## src/rtl/alu_nibble_serial_pkg.sv

```systemverilog
// ---------------------------------------------------------------------------
// alu_nibble_serial_pkg
//
// Shared definitions for the nibble-serial ALU.
//   state_t     : controller states (IDLE, RUN, DONE)
//   SEL_*       : 74181 function selects that the tests use by name
// ---------------------------------------------------------------------------
package alu_nibble_serial_pkg;

   typedef enum logic [1:0] {
      IDLE = 2'd0,
      RUN  = 2'd1,
      DONE = 2'd2
   } state_t;

   // Logic mode (m=1) selects
   localparam logic [3:0] SEL_NOT_A = 4'b0000;
   localparam logic [3:0] SEL_AND   = 4'b1011;
   localparam logic [3:0] SEL_XOR   = 4'b0110;

   // Arithmetic mode (m=0) selects
   localparam logic [3:0] SEL_ADD   = 4'b1001;
   localparam logic [3:0] SEL_SUB   = 4'b0110;

endpackage

```

## src/rtl/alu_nibble_serial_alu_4bit.sv

```systemverilog
// ---------------------------------------------------------------------------
// ALU_4bit
//
// Combinational 74181-style 4-bit ALU slice. Data is active high and the
// carry is active low (cin=1 means no carry in, cout=0 means carry out).
//
// Ports:
//   a, b  [3:0]  operands
//   s     [3:0]  function select
//   m            mode: 1 = logic, 0 = arithmetic
//   cin          carry in (active low)
//   f     [3:0]  result
//   cout         carry out (active low)
// ---------------------------------------------------------------------------
module ALU_4bit (
   input  logic [3:0] a,
   input  logic [3:0] b,
   input  logic [3:0] s,
   input  logic       m,
   input  logic       cin,
   output logic [3:0] f,
   output logic       cout
);

   logic [3:0] p;
   logic [3:0] g;
   logic [4:0] c;

   // Each bit forms a propagate term p (an OR of A with a selected B
   // polarity) and a generate term g (A gated with a selected B polarity).
   // g is always a subset of p, so the arithmetic result is simply p + g
   // plus the active-high carry. In logic mode the internal carry is forced
   // high at every bit, which turns the sum bit into ~(p ^ g). The carry
   // chain itself never looks at m, so cout still reflects p/g in logic mode.
   always_comb begin
      p    = '0;
      g    = '0;
      c    = '0;
      f    = '0;
      c[0] = ~cin;
      for (int i = 0; i < 4; i++) begin
         p[i]     = a[i] | (b[i] & s[0]) | (~b[i] & s[1]);
         g[i]     = (a[i] & ~b[i] & s[2]) | (a[i] & b[i] & s[3]);
         c[i + 1] = g[i] | (p[i] & c[i]);
         f[i]     = p[i] ^ g[i] ^ (c[i] | m);
      end
      cout = ~c[4];
   end

endmodule

```

## src/rtl/alu_nibble_serial.sv

```systemverilog
// ---------------------------------------------------------------------------
// alu_nibble_serial
//
// Wide ALU built from one reused 4-bit 74181-style slice. A command is
// accepted over a valid/ready port, then one nibble is processed per clock
// (LSB first) with the carry rippled through a register, and the full-width
// result is offered over a valid/ready output port.
//
// Ports:
//   clk        system clock, rising edge
//   rst        synchronous active-high reset
//   in_valid   command valid
//   in_ready   block can accept a command (high only in IDLE)
//   a, b [W]   operands, latched at the accept edge
//   s [4]      function select, shared by every nibble
//   m          1 = logic, 0 = arithmetic
//   cin        carry into nibble 0 (active low)
//   out_valid  result valid (high in DONE)
//   out_ready  consumer accepts the result
//   f [W]      result
//   cout       carry out of the most significant nibble (active low)
//   busy       high in RUN or DONE
// ---------------------------------------------------------------------------
module alu_nibble_serial
   import alu_nibble_serial_pkg::*;
#(
   parameter int NIBBLES = 4
) (
   input  logic                   clk,
   input  logic                   rst,
   input  logic                   in_valid,
   output logic                   in_ready,
   input  logic [4*NIBBLES-1:0]   a,
   input  logic [4*NIBBLES-1:0]   b,
   input  logic [3:0]             s,
   input  logic                   m,
   input  logic                   cin,
   output logic                   out_valid,
   input  logic                   out_ready,
   output logic [4*NIBBLES-1:0]   f,
   output logic                   cout,
   output logic                   busy
);

   localparam int W     = 4 * NIBBLES;
   localparam int IDX_W = (NIBBLES > 1) ? $clog2(NIBBLES) : 1;
   localparam logic [IDX_W-1:0] LAST_IDX = IDX_W'(NIBBLES - 1);

   state_t           state;
   state_t           next_state;
   logic             accept;
   logic             step;

   logic [W-1:0]     a_reg;
   logic [W-1:0]     b_reg;
   logic [3:0]       s_reg;
   logic             m_reg;
   logic             carry_reg;
   logic [W-1:0]     result_reg;
   logic [IDX_W-1:0] idx;

   logic [3:0]       alu_a;
   logic [3:0]       alu_b;
   logic [3:0]       alu_f;
   logic             alu_cout;

   // The slice always looks at the nibble selected by idx; {idx, 2'b00} is
   // idx*4, the bit offset of that nibble.
   assign alu_a = a_reg[{idx, 2'b00} +: 4];
   assign alu_b = b_reg[{idx, 2'b00} +: 4];

   ALU_4bit u_alu (
      .a    (alu_a),
      .b    (alu_b),
      .s    (s_reg),
      .m    (m_reg),
      .cin  (carry_reg),
      .f    (alu_f),
      .cout (alu_cout)
   );

   // Controller state register. Reset from any state drops straight back to
   // IDLE, which abandons an operation in flight without ever raising
   // out_valid for it.
   always_ff @(posedge clk) begin
      if (rst) begin
         state <= IDLE;
      end else begin
         state <= next_state;
      end
   end

   // Next-state and handshake outputs. in_ready is only high in IDLE, so a
   // command presented while DONE is being retired waits one more cycle and
   // is taken in the following IDLE cycle.
   always_comb begin
      next_state = state;
      accept     = 1'b0;
      step       = 1'b0;
      in_ready   = 1'b0;
      out_valid  = 1'b0;
      busy       = 1'b1;
      case (state)
         IDLE: begin
            in_ready = 1'b1;
            busy     = 1'b0;
            if (in_valid) begin
               accept     = 1'b1;
               next_state = RUN;
            end
         end
         RUN: begin
            step = 1'b1;
            if (idx == LAST_IDX) begin
               next_state = DONE;
            end
         end
         DONE: begin
            out_valid = 1'b1;
            if (out_ready) begin
               next_state = IDLE;
            end
         end
         default: begin
            next_state = IDLE;
            busy       = 1'b0;
         end
      endcase
   end

   // Datapath. Operands are captured once at the accept edge so that input
   // changes during RUN/DONE have no effect. Each RUN edge writes one result
   // nibble and moves the slice carry into carry_reg, which then feeds the
   // next nibble; after the last nibble carry_reg is the final carry out.
   // idx parks on the last nibble after RUN and is cleared by the next accept.
   always_ff @(posedge clk) begin
      if (rst) begin
         a_reg      <= '0;
         b_reg      <= '0;
         s_reg      <= '0;
         m_reg      <= 1'b0;
         carry_reg  <= 1'b0;
         result_reg <= '0;
         idx        <= '0;
      end else if (accept) begin
         a_reg      <= a;
         b_reg      <= b;
         s_reg      <= s;
         m_reg      <= m;
         carry_reg  <= cin;
         result_reg <= '0;
         idx        <= '0;
      end else if (step) begin
         result_reg[{idx, 2'b00} +: 4] <= alu_f;
         carry_reg                     <= alu_cout;
         if (idx != LAST_IDX) begin
            idx <= idx + 1'b1;
         end
      end
   end

   assign f    = result_reg;
   assign cout = carry_reg;

endmodule
```

## config.mk

```make
export PLATFORM = sky130hd
export DESIGN_NAME = alu_nibble_serial
export DESIGN_NICKNAME = d
export VERILOG_FILES = /design/src/rtl/alu_nibble_serial_pkg.sv /design/src/rtl/alu_nibble_serial_alu_4bit.sv /design/src/rtl/alu_nibble_serial.sv
export SDC_FILE = /design/constraint.sdc
export NUM_CORES = 1
export LEC_CHECK = 0
export ABC_CLOCK_PERIOD_IN_PS = 2400
export BUFFER_PORTS_ARGS = -buffer_cell sky130_fd_sc_hd__buf_2
export CORE_MARGIN = 2
export CORE_UTILIZATION = 25
export CTS_CLUSTER_SIZE = 8
export DETAILED_ROUTE_END_ITERATION = 10
export GPL_TIMING_DRIVEN = 0
export PLACE_DENSITY = 0.54
export SYNTH_ARGS = -nofsm -noshare
export SYNTH_HDL_FRONTEND = slang
export SYNTH_SLANG_ARGS = --single-unit
```

## constraint.sdc

```tcl
create_clock -name clk -period 2.4 [get_ports clk]
set_input_delay 0.24 -clock clk [delete_from_list [all_inputs] [get_ports clk]]
set_output_delay 0.24 -clock clk [all_outputs]
set_load 0.01 [all_outputs]
```

==> results of run 1 <==
[cell type report]
class / count / area share
Clock inverter: 2 / 0.00293
Clock buffer: 14 / 0.0505
Sequential cell: 58 / 0.341
Buffer: 19 / 0.0267
Tap cell: 136 / 0.0498
Multi-Input combinational cell: 233 / 0.423
Timing Repair Buffer: 62 / 0.0923
Inverter: 13 / 0.0143
[cells in the final DEF, fill, tap and decap left out, types with 4 or more instances in the layout]
cell type / count
a21oi_1: 43
clkbuf_1: 18
mux4_2: 8
inv_1: 13
nand2_1: 88
o21ai_1: 4
nand3_1: 9
mux2i_1: 9
o21ai_0: 7
buf_2: 60
nor2_1: 17
dfxtp_1: 57
a22oi_1: 4
clkbuf_8: 12
ha_1: 9
[path summary, 6_finish.rpt]
path,start,end,slack (ps),cells past startpoint
min,b[5],b_reg[5]$_SDFFE_PP0P_,150,3
max reg2reg,idx[0]$_SDFFE_PP0P_,f[1]$_SDFFE_PP0P_,100,6
min reg2reg,b_reg[6]$_SDFFE_PP0P_,b_reg[6]$_SDFFE_PP0P_,460,2
max,idx[0]$_SDFFE_PP0P_,f[1]$_SDFFE_PP0P_,100,6
[worst max-delay path, stage by stage (launching register included)]
cell	delay, ps
dfxtp_4	430
mux4_2	580
mux2i_2	280
a21oi_2	120
a2111o_1	480
a32oi_1	220
nor2_1	60
[per-stage QoR]
step	hold WS [ps]	setup slack, ps	util	std cells	setup TNS, ps
6_report	152	103	0.328	537	0
3_5_place_dp	447	-151	0.305	519	-1330
2_1_floorplan	376	178	-	323	0
3_3_place_gp	439	-138	0.305	519	-1160
5_1_grt	144	6.46	0.328	537	0
4_1_cts	138	15.4	0.324	536	0
[power by group through the flow]
| stage | logic (mW) | clock network (mW) | registers [mW] |
|---|---|---|---|
| final | 1.25 | 0.832 | 1.22 |
| after global routing | 1.40 | 0.906 | 1.24 |
| after floorplan | 0.871 | 0 | 1.21 |
| after global placement | 1.17 | 0 | 1.23 |
| after detailed placement | 1.19 | 0 | 1.23 |
| after CTS | 1.22 | 0.851 | 1.21 |
[cell families (layout without fill, tap and decap cells)]
logic type,count (synthesis),after routing,synth area share
adder cells (fa/ha/maj),9,9,0.0416
XOR/XNOR,3,3,0.00972
multiplexers,21,21,0.117
AND/OR/NAND/NOR,127,127,0.193
AO/OA/AOI/OAI,73,73,0.162
flip-flops,58,58,0.429
buffers and inverters,32,110,0.0476
[what timing repair did]
item / 4_1_cts / 5_1_grt
endpoints found under the setup margin: 12 / 14
endpoints found under the hold margin: 0 / 0
gates resized for setup: 2 / 10
buffers inserted: 1 / 1
pin swaps: 1 / 2
[per-layer routing]
metal | vias up | share of wire | wire [µm]
li1 | 1258 | - | -
met1 | 1172 | 0.46 | 3260
met2 | 47 | 0.49 | 3440
met3 | 6 | 0.039 | 275
met4 | 0 | 0.011 | 81
met5 | - | 0 | 0
==> impl_metrics.json, run 1 <==
{
  "run_status": "finished, final reports clean",
  "core_area_um2": 10400,
  "antenna_left": 0,
  "grt.met1_usage": 0.159,
  "yosysMostFrequentCell": "nand2_1",
  "cp_data_required_time_ps": 2600,
  "multi_input_comb_area_um2": 1440,
  "part_of_the_power_in_combinational_logic": 0.379,
  "worst_setup_path_end_kind": "flop",
  "floorplan.die.height_um": 108,
  "cts_tree": "built",
  "setup_violations": 0,
  "cts_hold_repair.buffers": 0,
  "cell_internal_pwr_mw": 2.07,
  "latest_clock_arrival_within_the_worst_skew_pair_ps": 320,
  "first_iter_violations": 141,
  "viasPerCell": 4.62,
  "timing.final.hold_violations": 0,
  "global_route.usage.total": 0.130,
  "synth_seq_area_share": 0.429,
  "maximum_clock_frequency_mhz": 435,
  "gr-total-overflow": 0,
  "dp_hpwl_um": 5410,
  "cap_viol_max_count": 0,
  "netSwitchingFraction": 0.373,
  "finalWeightedCongestion": 0.780,
  "synth-edff-count": 0,
  "antenna_violations_before_repair": 0,
  "grt_pass1_vias": 2436,
  "power.switching_mw": 1.23,
  "area_share_of_the_largest_cell_type_after_synthesis": 0.429,
  "synthArstFlopShare": 0,
  "irDropWorstVdd_mv": 0.301,
  "tritoncts.num_buffers": 9,
  "clk_pin_slew_ps": 70,
  "routed_len_inst_um": 13.1,
  "first_pass_grt_wire_length_um": 11500,
  "design.portCount": 62,
  "arrival_ps": 2490,
  "tightestPinTransition_ps": 690,
  "static-leakage-power_nw": 1.34,
  "antenna_cells": 0,
  "crit_path_max_fanout": 6,
  "final.setup_skew_ps": 4.98,
  "design_area_um2": 3420,
  "die_area_um2": 11700,
  "synth_warnings": 0,
  "final-max-slew-violation-count": 0,
  "register_area_um2": 1160,
  "synth_area_um2": 2710,
  "numPortBuffers": 60,
  "gr-max-usage-layer": "met2",
  "gate_count_post_synth": 323,
  "synthToLayoutAreaGrowth_pct": 26.3,
  "criticalPathCategory": "flop to flop",
  "minimum_period_implied_by_the_final_worst_setup_slack_ps": 2300,
  "synthDominantAreaCellType": "dfxtp_1",
  "row_count": 37,
  "nets": 447,
  "power.sequential.fraction": 0.369,
  "start_kind": "flop",
  "clk_path_buf_depth": 2,
  "synth.top_cells.by_count": "nand2_1, dfxtp_1, a21oi_1, nor2_1, clkbuf_1",
  "p_total_mw": 3.30,
  "placedInstanceArea_um2": 3180,
  "synth-seq-cells": 58,
  "cts-root-buf": "clkbuf_8",
  "postSynth.topFlopCell": "dfxtp_1",
  "fillers": 1113,
  "grt_start_max_net_pins": 11,
  "dr_total_vias": 2483,
  "synth_area_per_cell_um2": 8.37,
  "start_util": 0.260,
  "wirelength_um": 7050,
  "ys_types": 37,
  "synth_fp_nets": 374,
  "max-slew-margin-rel": 0.536,
  "met2_usage": 0.220,
  "layout_worst_path_cycle_share": 0.957,
  "die_w_um": 108,
  "drc": 0,
  "ctsHtreeMaxLevel": 3,
  "post_synth_main_area_contributors": "dfxtp_1, nand2_1, a21oi_1",
  "cts.sinks": 58,
  "rsz0062_at_grt": "false",
  "pwr-share-clk": 0.252,
  "timing.hold.worst.class": "primary input to flop",
  "power_density_nw_per_um2": 966,
  "drt_pass1_iterations": 4,
  "share_of_final_layout_standard_cells_stronger_than_drive_strength_1": 0.242,
  "grt_util_met3": 0.0325
}
(Power assumes the default switching activity.)
==> run 2: changes to the inputs <==
--- a/config.mk
+++ b/config.mk
@@ -7,12 +7,14 @@
 export LEC_CHECK = 0
 export ABC_CLOCK_PERIOD_IN_PS = 2400
 export BUFFER_PORTS_ARGS = -buffer_cell sky130_fd_sc_hd__buf_2
+export CORE_ASPECT_RATIO = 1.25
 export CORE_MARGIN = 2
 export CORE_UTILIZATION = 25
 export CTS_CLUSTER_SIZE = 8
 export DETAILED_ROUTE_END_ITERATION = 10
 export GPL_TIMING_DRIVEN = 0
 export PLACE_DENSITY = 0.54
+export REMOVE_ABC_BUFFERS = 1
 export SYNTH_ARGS = -nofsm -noshare
 export SYNTH_HDL_FRONTEND = slang
 export SYNTH_SLANG_ARGS = --single-unit
==> run 2 against run 1 <==
Core utilization shrank 0.052 points; clock skew rose by 1.5 ps; design area up 1.2%; largest cell class unchanged; die area barely moved; count of clock-buffer cells in the layout decreased by 5; critical endpoint is now f[9]$_SDFFE_PP0P_.
==> impl_metrics.json, run 2 (same netlist as run 1, synthesis figures left out) <==
{
  "run_status": "finished, final reports clean",
  "start_util": 0.256,
  "power_density_nw_per_um2": 1060,
  "design.portCount": 62,
  "power.sequential.fraction": 0.334,
  "routed_len_inst_um": 12.8,
  "path_buf_inv": 0,
  "grt_pass1_vias": 2411,
  "dr_total_vias": 2388,
  "worst_hold_startpoint": "b[11]",
  "final_core_utilization": 0.328,
  "numPortBuffers": 61,
  "share_of_final_layout_standard_cells_stronger_than_drive_strength_1": 0.260,
  "first_pass_grt_wire_length_um": 11200,
  "core_area_um2": 10600,
  "slowest_stage_cell_on_the_critical_path": "mux4_2",
  "layout_commonest_cell": "nand2_1",
  "viasPerCell": 4.62,
  "timing.hold.worst.class": "primary input to flop",
  "minimum_period_implied_by_the_final_worst_setup_slack_ps": 2300,
  "max-slew-margin-rel": 0.462,
  "crit_path_max_fanout": 7,
  "cts.sinks": 58,
  "r2r_cells": 6,
  "cell_internal_pwr_mw": 2.38,
  "worst_path_largest_cell_delay_ps": 580,
  "final.setup_skew_ps": 6.44,
  "cell_family_with_most_cp_delay": "multiplexers",
  "synthToLayoutAreaGrowth_pct": 27.9,
  "global_route.usage.total": 0.121,
  "grt_start_max_net_pins": 43,
  "criticalPathCategory": "flop to flop",
  "clk_pin_slew_ps": 60,
  "final-max-slew-violation-count": 0,
  "worst_setup_path_end_kind": "flop",
  "cts-root-buf": "clkbuf_16",
  "start_kind": "flop",
  "row_count": 42,
  "part_of_the_power_in_combinational_logic": 0.325,
  "worstHoldPathCells": 3,
  "rsz0062_at_grt": "false",
  "die_w_um": 97.0,
  "finalWeightedCongestion": 0.790,
  "arrival_ps": 2490,
  "irDropWorstVdd_mv": 0.360,
  "fillers": 1126,
  "antenna_violations_before_repair": 0,
  "dp_hpwl_um": 4580,
  "netSwitchingFraction": 0.350,
  "crit_path_cell_trace": "mux4_2 > mux2i_1 > nand2b_1 > a2111o_1 > a32oi_1 > nor2_1",
  "placedInstanceArea_um2": 3100,
  "p_total_mw": 3.67,
  "wirelength_um": 6640,
  "antenna_left": 0,
  "cts_tree": "built",
  "cap_viol_max_count": 0,
  "timing.final.hold_violations": 0,
  "die_area_um2": 11700,
  "gr-total-overflow": 0,
  "setup_violations": 0,
  "nets": 431,
  "power.switching_mw": 1.28,
  "design_area_um2": 3460,
  "critPathLaunch": "idx[0]$_SDFFE_PP0P_",
  "first_iter_violations": 57,
  "tightestPinTransition_ps": 806,
  "antenna_cells": 0,
  "ctsHtreeMaxLevel": 3,
  "tritoncts.num_buffers": 9,
  "worst-path-stages": 6,
  "layout_common_cells": "nand2_1, buf_2, dfxtp_1, a21oi_1, nor2_1",
  "latest_clock_arrival_within_the_worst_skew_pair_ps": 320,
  "layout_worst_path_cycle_share": 0.956,
  "clk_path_buf_depth": 2,
  "drc": 0,
  "cp_data_required_time_ps": 2590,
  "maximum_clock_frequency_mhz": 436,
  "reg2reg_start": "idx[0]$_SDFFE_PP0P_",
  "drt_pass1_iterations": 4,
  "pwr-share-clk": 0.342,
  "floorplan.die.height_um": 120,
  "static-leakage-power_nw": 1.37
}
[run 2: cell count changes in the layout (fill, tap and decap cells not counted), moves of 2 or more]
cell	previous run	this run
clkbuf_1	18	0
clkbuf_16	0	9
clkbuf_8	12	0
clkinv_4	0	2
mux2i_2	3	1
[run 2: path summary, 6_finish.rpt]
path         slack [ps]                      to
max                 100       f[9]$_SDFFE_PP0P_
min                 150  b_reg[11]$_SDFFE_PP0P_
max reg2reg         100       f[9]$_SDFFE_PP0P_
min reg2reg         450   b_reg[3]$_SDFFE_PP0P_
[run 2: layout make-up]
cell class / instances / area (µm²) / share of cell area
clock buffer: 9 / 225 / 0.0651
clock inverter: 7 / 70.1 / 0.0203
inverter: 13 / 48.8 / 0.0141
multi-input combinational: 233 / 1450 / 0.419
sequential: 58 / 1170 / 0.337
tap: 132 / 165 / 0.0477
timing repair buffer: 65 / 335 / 0.0969
[run 2: tightest hold or removal path: cells and delay by family]
family | cells | cell delay, ps
AO/OA/AOI/OAI | 1 | 50
AND/OR/NAND/NOR | 1 | 40
buffers and inverters | 1 | 90
[run 2: what timing repair did]
item                                    4_1_cts  5_1_grt
hold buffers                                  0        0
endpoints found under the setup margin       19       13
buffers inserted                              3        1
resized for setup                             6        5
pin swaps                                     0        2
[run 2: per-layer routing]
metal	routed length, µm	track usage	vias up
met4	85	0.0423	0
met3	279	0.0364	8
met1	2980	0.136	1104
met2	3300	0.215	47
met5	0	0	-
li1	-	-	1229
[run 2: per-stage QoR]
| stage | std cells | setup slack (ps) | hold slack, ps | TNS [ps] |
|---|---|---|---|---|
| after detailed placement | 497 | -639 | 447 | -8720 |
| after global placement | 497 | -626 | 441 | -8730 |
| final | 517 | 105 | 150 | 0 |
| after CTS | 516 | 28.9 | 141 | 0 |
| after floorplan | 304 | -120 | 309 | -835 |
| after global routing | 517 | 0.751 | 145 | 0 |
[run 2: power by group through the flow]
stage	Combinational (mW)	Sequential, mW	Clock [mW]
after floorplan	0.797	1.23	0
after global routing	1.35	1.25	1.34
after CTS	1.19	1.22	1.28
final	1.19	1.22	1.25
after detailed placement	1.12	1.26	0
after global placement	1.10	1.26	0
==> run 3: changes to the inputs <==
--- a/config.mk
+++ b/config.mk
@@ -5,14 +5,15 @@
 export SDC_FILE = /design/constraint.sdc
 export NUM_CORES = 1
 export LEC_CHECK = 0
+export ABC_AREA = 1
 export ABC_CLOCK_PERIOD_IN_PS = 2400
 export BUFFER_PORTS_ARGS = -buffer_cell sky130_fd_sc_hd__buf_2
+export CAP_MARGIN = 10
 export CORE_ASPECT_RATIO = 1.25
 export CORE_MARGIN = 2
 export CORE_UTILIZATION = 25
 export CTS_CLUSTER_SIZE = 8
 export DETAILED_ROUTE_END_ITERATION = 10
-export GPL_TIMING_DRIVEN = 0
 export PLACE_DENSITY = 0.54
 export REMOVE_ABC_BUFFERS = 1
 export SYNTH_ARGS = -nofsm -noshare
==> run 3 against run 2 <==
Fmax rose by 10%; synthesized area rose by 2.3%; count of clock-buffer cells in the layout rose by 5; power rose by 8.8%; synthesized cell count rose by 17%; combinational power rose by 32%.
==> impl_metrics.json, run 3 <==
{
  "run_status": "finished, final reports clean",
  "grt_util_met3": 0.0327,
  "timing.hold.worst.class": "primary input to flop",
  "design_area_um2": 3470,
  "instances_no_fill": 575,
  "ys_types": 35,
  "grt.met1_usage": 0.150,
  "met2_usage": 0.205,
  "power_density_nw_per_um2": 1150,
  "postSynth.topFlopCell": "dfxtp_1",
  "place_inst": 559,
  "placedInstanceArea_um2": 3180,
  "slowest_stage_cell_on_the_critical_path": "dfxtp_1",
  "cp_data_required_time_ps": 2650,
  "multi_input_comb_area_um2": 1440,
  "gr-max-usage-layer": "met2",
  "crit_path_max_fanout": 25,
  "static-leakage-power_nw": 1.44,
  "core_area_um2": 10700,
  "cts-root-buf": "clkbuf_16",
  "finalWeightedCongestion": 0.820,
  "synth-seq-cells": 58,
  "worst_setup_path_end_kind": "flop",
  "synth_area_um2": 2770,
  "global_route.usage.total": 0.122,
  "die_w_um": 98.1,
  "final.setup_skew_ps": 5.98,
  "synth-edff-count": 0,
  "synthToLayoutAreaGrowth_pct": 25.3,
  "antenna_cells": 0,
  "clk_path_buf_depth": 2,
  "maximum_clock_frequency_mhz": 480,
  "cap_viol_max_count": 0,
  "dp_hpwl_um": 5100,
  "gr-total-overflow": 0,
  "antenna_left": 0,
  "post_synth_main_area_contributors": "dfxtp_1, nand2_1, a21oi_1",
  "layout_common_cells": "nand2_1, buf_2, dfxtp_1, a21oi_1, nand3_1",
  "minimum_period_implied_by_the_final_worst_setup_slack_ps": 2080,
  "fillers": 1180,
  "clk_pin_slew_ps": 50,
  "design.portCount": 62,
  "floorplan.die.height_um": 122,
  "synth.top_cells.by_count": "nand2_1, dfxtp_1, a21oi_1, nand3_1",
  "drt_pass1_iterations": 4,
  "routed_len_inst_um": 11.9,
  "cts.repair_timing.setup_buffer_count": 0,
  "tritoncts.num_buffers": 9,
  "crit_top_cell": "nand2_1",
  "register_area_um2": 1160,
  "path_buf_inv": 1,
  "arrival_ps": 2340,
  "cts.sinks": 58,
  "crit_path_cell_trace": "buf_4 > nand2_1 > nand3_1 > nand2_2 > or2_1 > nand2_2 > nand2_4 > nor2_4 > xor2_1 > nand2_1 > nor2_2 > nand2_1 > a21oi_2",
  "dr_total_vias": 2560,
  "gate_count_post_synth": 379,
  "first_iter_violations": 92,
  "wirelength_um": 6860,
  "rsz0062_at_grt": "false",
  "timing.final.hold_violations": 0,
  "layout_commonest_cell": "nand2_1",
  "cts-resized-gates": 0,
  "irDropWorstVdd_mv": 0.342,
  "layout_worst_path_cycle_share": 0.869,
  "first_pass_grt_wire_length_um": 11600,
  "start_util": 0.259,
  "start_kind": "flop",
  "synth_seq_area_share": 0.420,
  "final-max-slew-violation-count": 0,
  "area_share_of_the_largest_cell_type_after_synthesis": 0.420,
  "tightestPinTransition_ps": 541,
  "synth_warnings": 0,
  "grt_pass1_vias": 2505,
  "worst_path_largest_cell_delay_ps": 330,
  "yosysMostFrequentCell": "nand2_1",
  "latest_clock_arrival_within_the_worst_skew_pair_ps": 320,
  "drc": 0,
  "criticalPathCategory": "flop to flop",
  "row_count": 42,
  "setup_violations": 0,
  "grt_start_max_net_pins": 41,
  "share_of_final_layout_standard_cells_stronger_than_drive_strength_1": 0.246,
  "die_area_um2": 11900,
  "synthDominantAreaCellType": "dfxtp_1",
  "antenna_violations_before_repair": 0,
  "max-slew-margin-rel": 0.636,
  "cell_family_with_most_cp_delay": "simple AND/OR/NAND/NOR gates",
  "numPortBuffers": 61,
  "cts_tree": "built",
  "synth_area_per_cell_um2": 7.30,
  "viasPerCell": 4.45,
  "ctsHtreeMaxLevel": 3,
  "synthArstFlopShare": 0,
  "nets": 489,
  "cts_hold_repair.buffers": 0
}
-- run 3: logic make-up after synthesis --
kind of cell | share of synthesized area
flops | 0.420
fa+ha+maj | 0.0407
simple gates | 0.309
xor+xnor | 0.0122
compound gates | 0.158
buf+inv | 0.0610
-- run 3: worst register-to-register path: stages, from the launching register on --
cell	delay, ps
dfxtp_1	330
buf_4	280
nand2_1	90
nand3_1	110
nand2_2	80
or2_1	220
nand2_2	100
nand2_4	70
nor2_4	70
xor2_1	280
nand2_1	100
nor2_2	110
nand2_1	70
a21oi_2	110
-- run 3: worst paths after layout --
path / slack [ps] / startpoint / end / cells after the start
worst min register to register: 460 / f[1]$_SDFFE_PP0P_ / f[1]$_SDFFE_PP0P_ / 2
worst max-delay path: 320 / idx[0]$_SDFFE_PP0P_ / f[5]$_SDFFE_PP0P_ / 13
worst min-delay path: 160 / a[3] / a_reg[3]$_SDFFE_PP0P_ / 3
worst max register to register: 320 / idx[0]$_SDFFE_PP0P_ / f[5]$_SDFFE_PP0P_ / 13
-- run 3: cell type report --
| cell class | count | share of cell area |
|---|---|---|
| multi-input cells | 284 | 0.415 |
| flip-flops and latches | 58 | 0.335 |
| repair buffers | 67 | 0.101 |
| clock buffers | 14 | 0.0790 |
| well taps | 132 | 0.0476 |
| inverters | 18 | 0.0202 |
| clock inverters | 2 | 0.00289 |
-- run 3: stage by stage --
step                hold slack, ps  worst slack [ps]  setup TNS (ps)  utilization  power (mW)
finish                         164               315               0        0.325        3.99
global route                   167              57.0               0        0.325        4.32
CTS                            151               300               0        0.325        4.05
detailed placement             457               311               0        0.298        2.84
global placement               454               359               0        0.298        2.81
floorplan                      309              -517          -13990            -        2.39
-- run 3: per-layer routing --
layer	share of wire	vias up
li1	-	1360
met1	0.47	1134
met2	0.48	55
met3	0.040	11
met4	0.017	0
met5	0	-
-- run 3: report_power, final --
| part | total, mW | switching (mW) | leakage, nW | internal [mW] |
|---|---|---|---|---|
| clock | 1.18 | 0.406 | 0.143 | 0.778 |
| combinational | 1.57 | 1.04 | 0.827 | 0.533 |
| sequential | 1.23 | 0.102 | 0.474 | 1.13 |
| total | 3.99 | 1.55 | 1.44 | 2.44 |
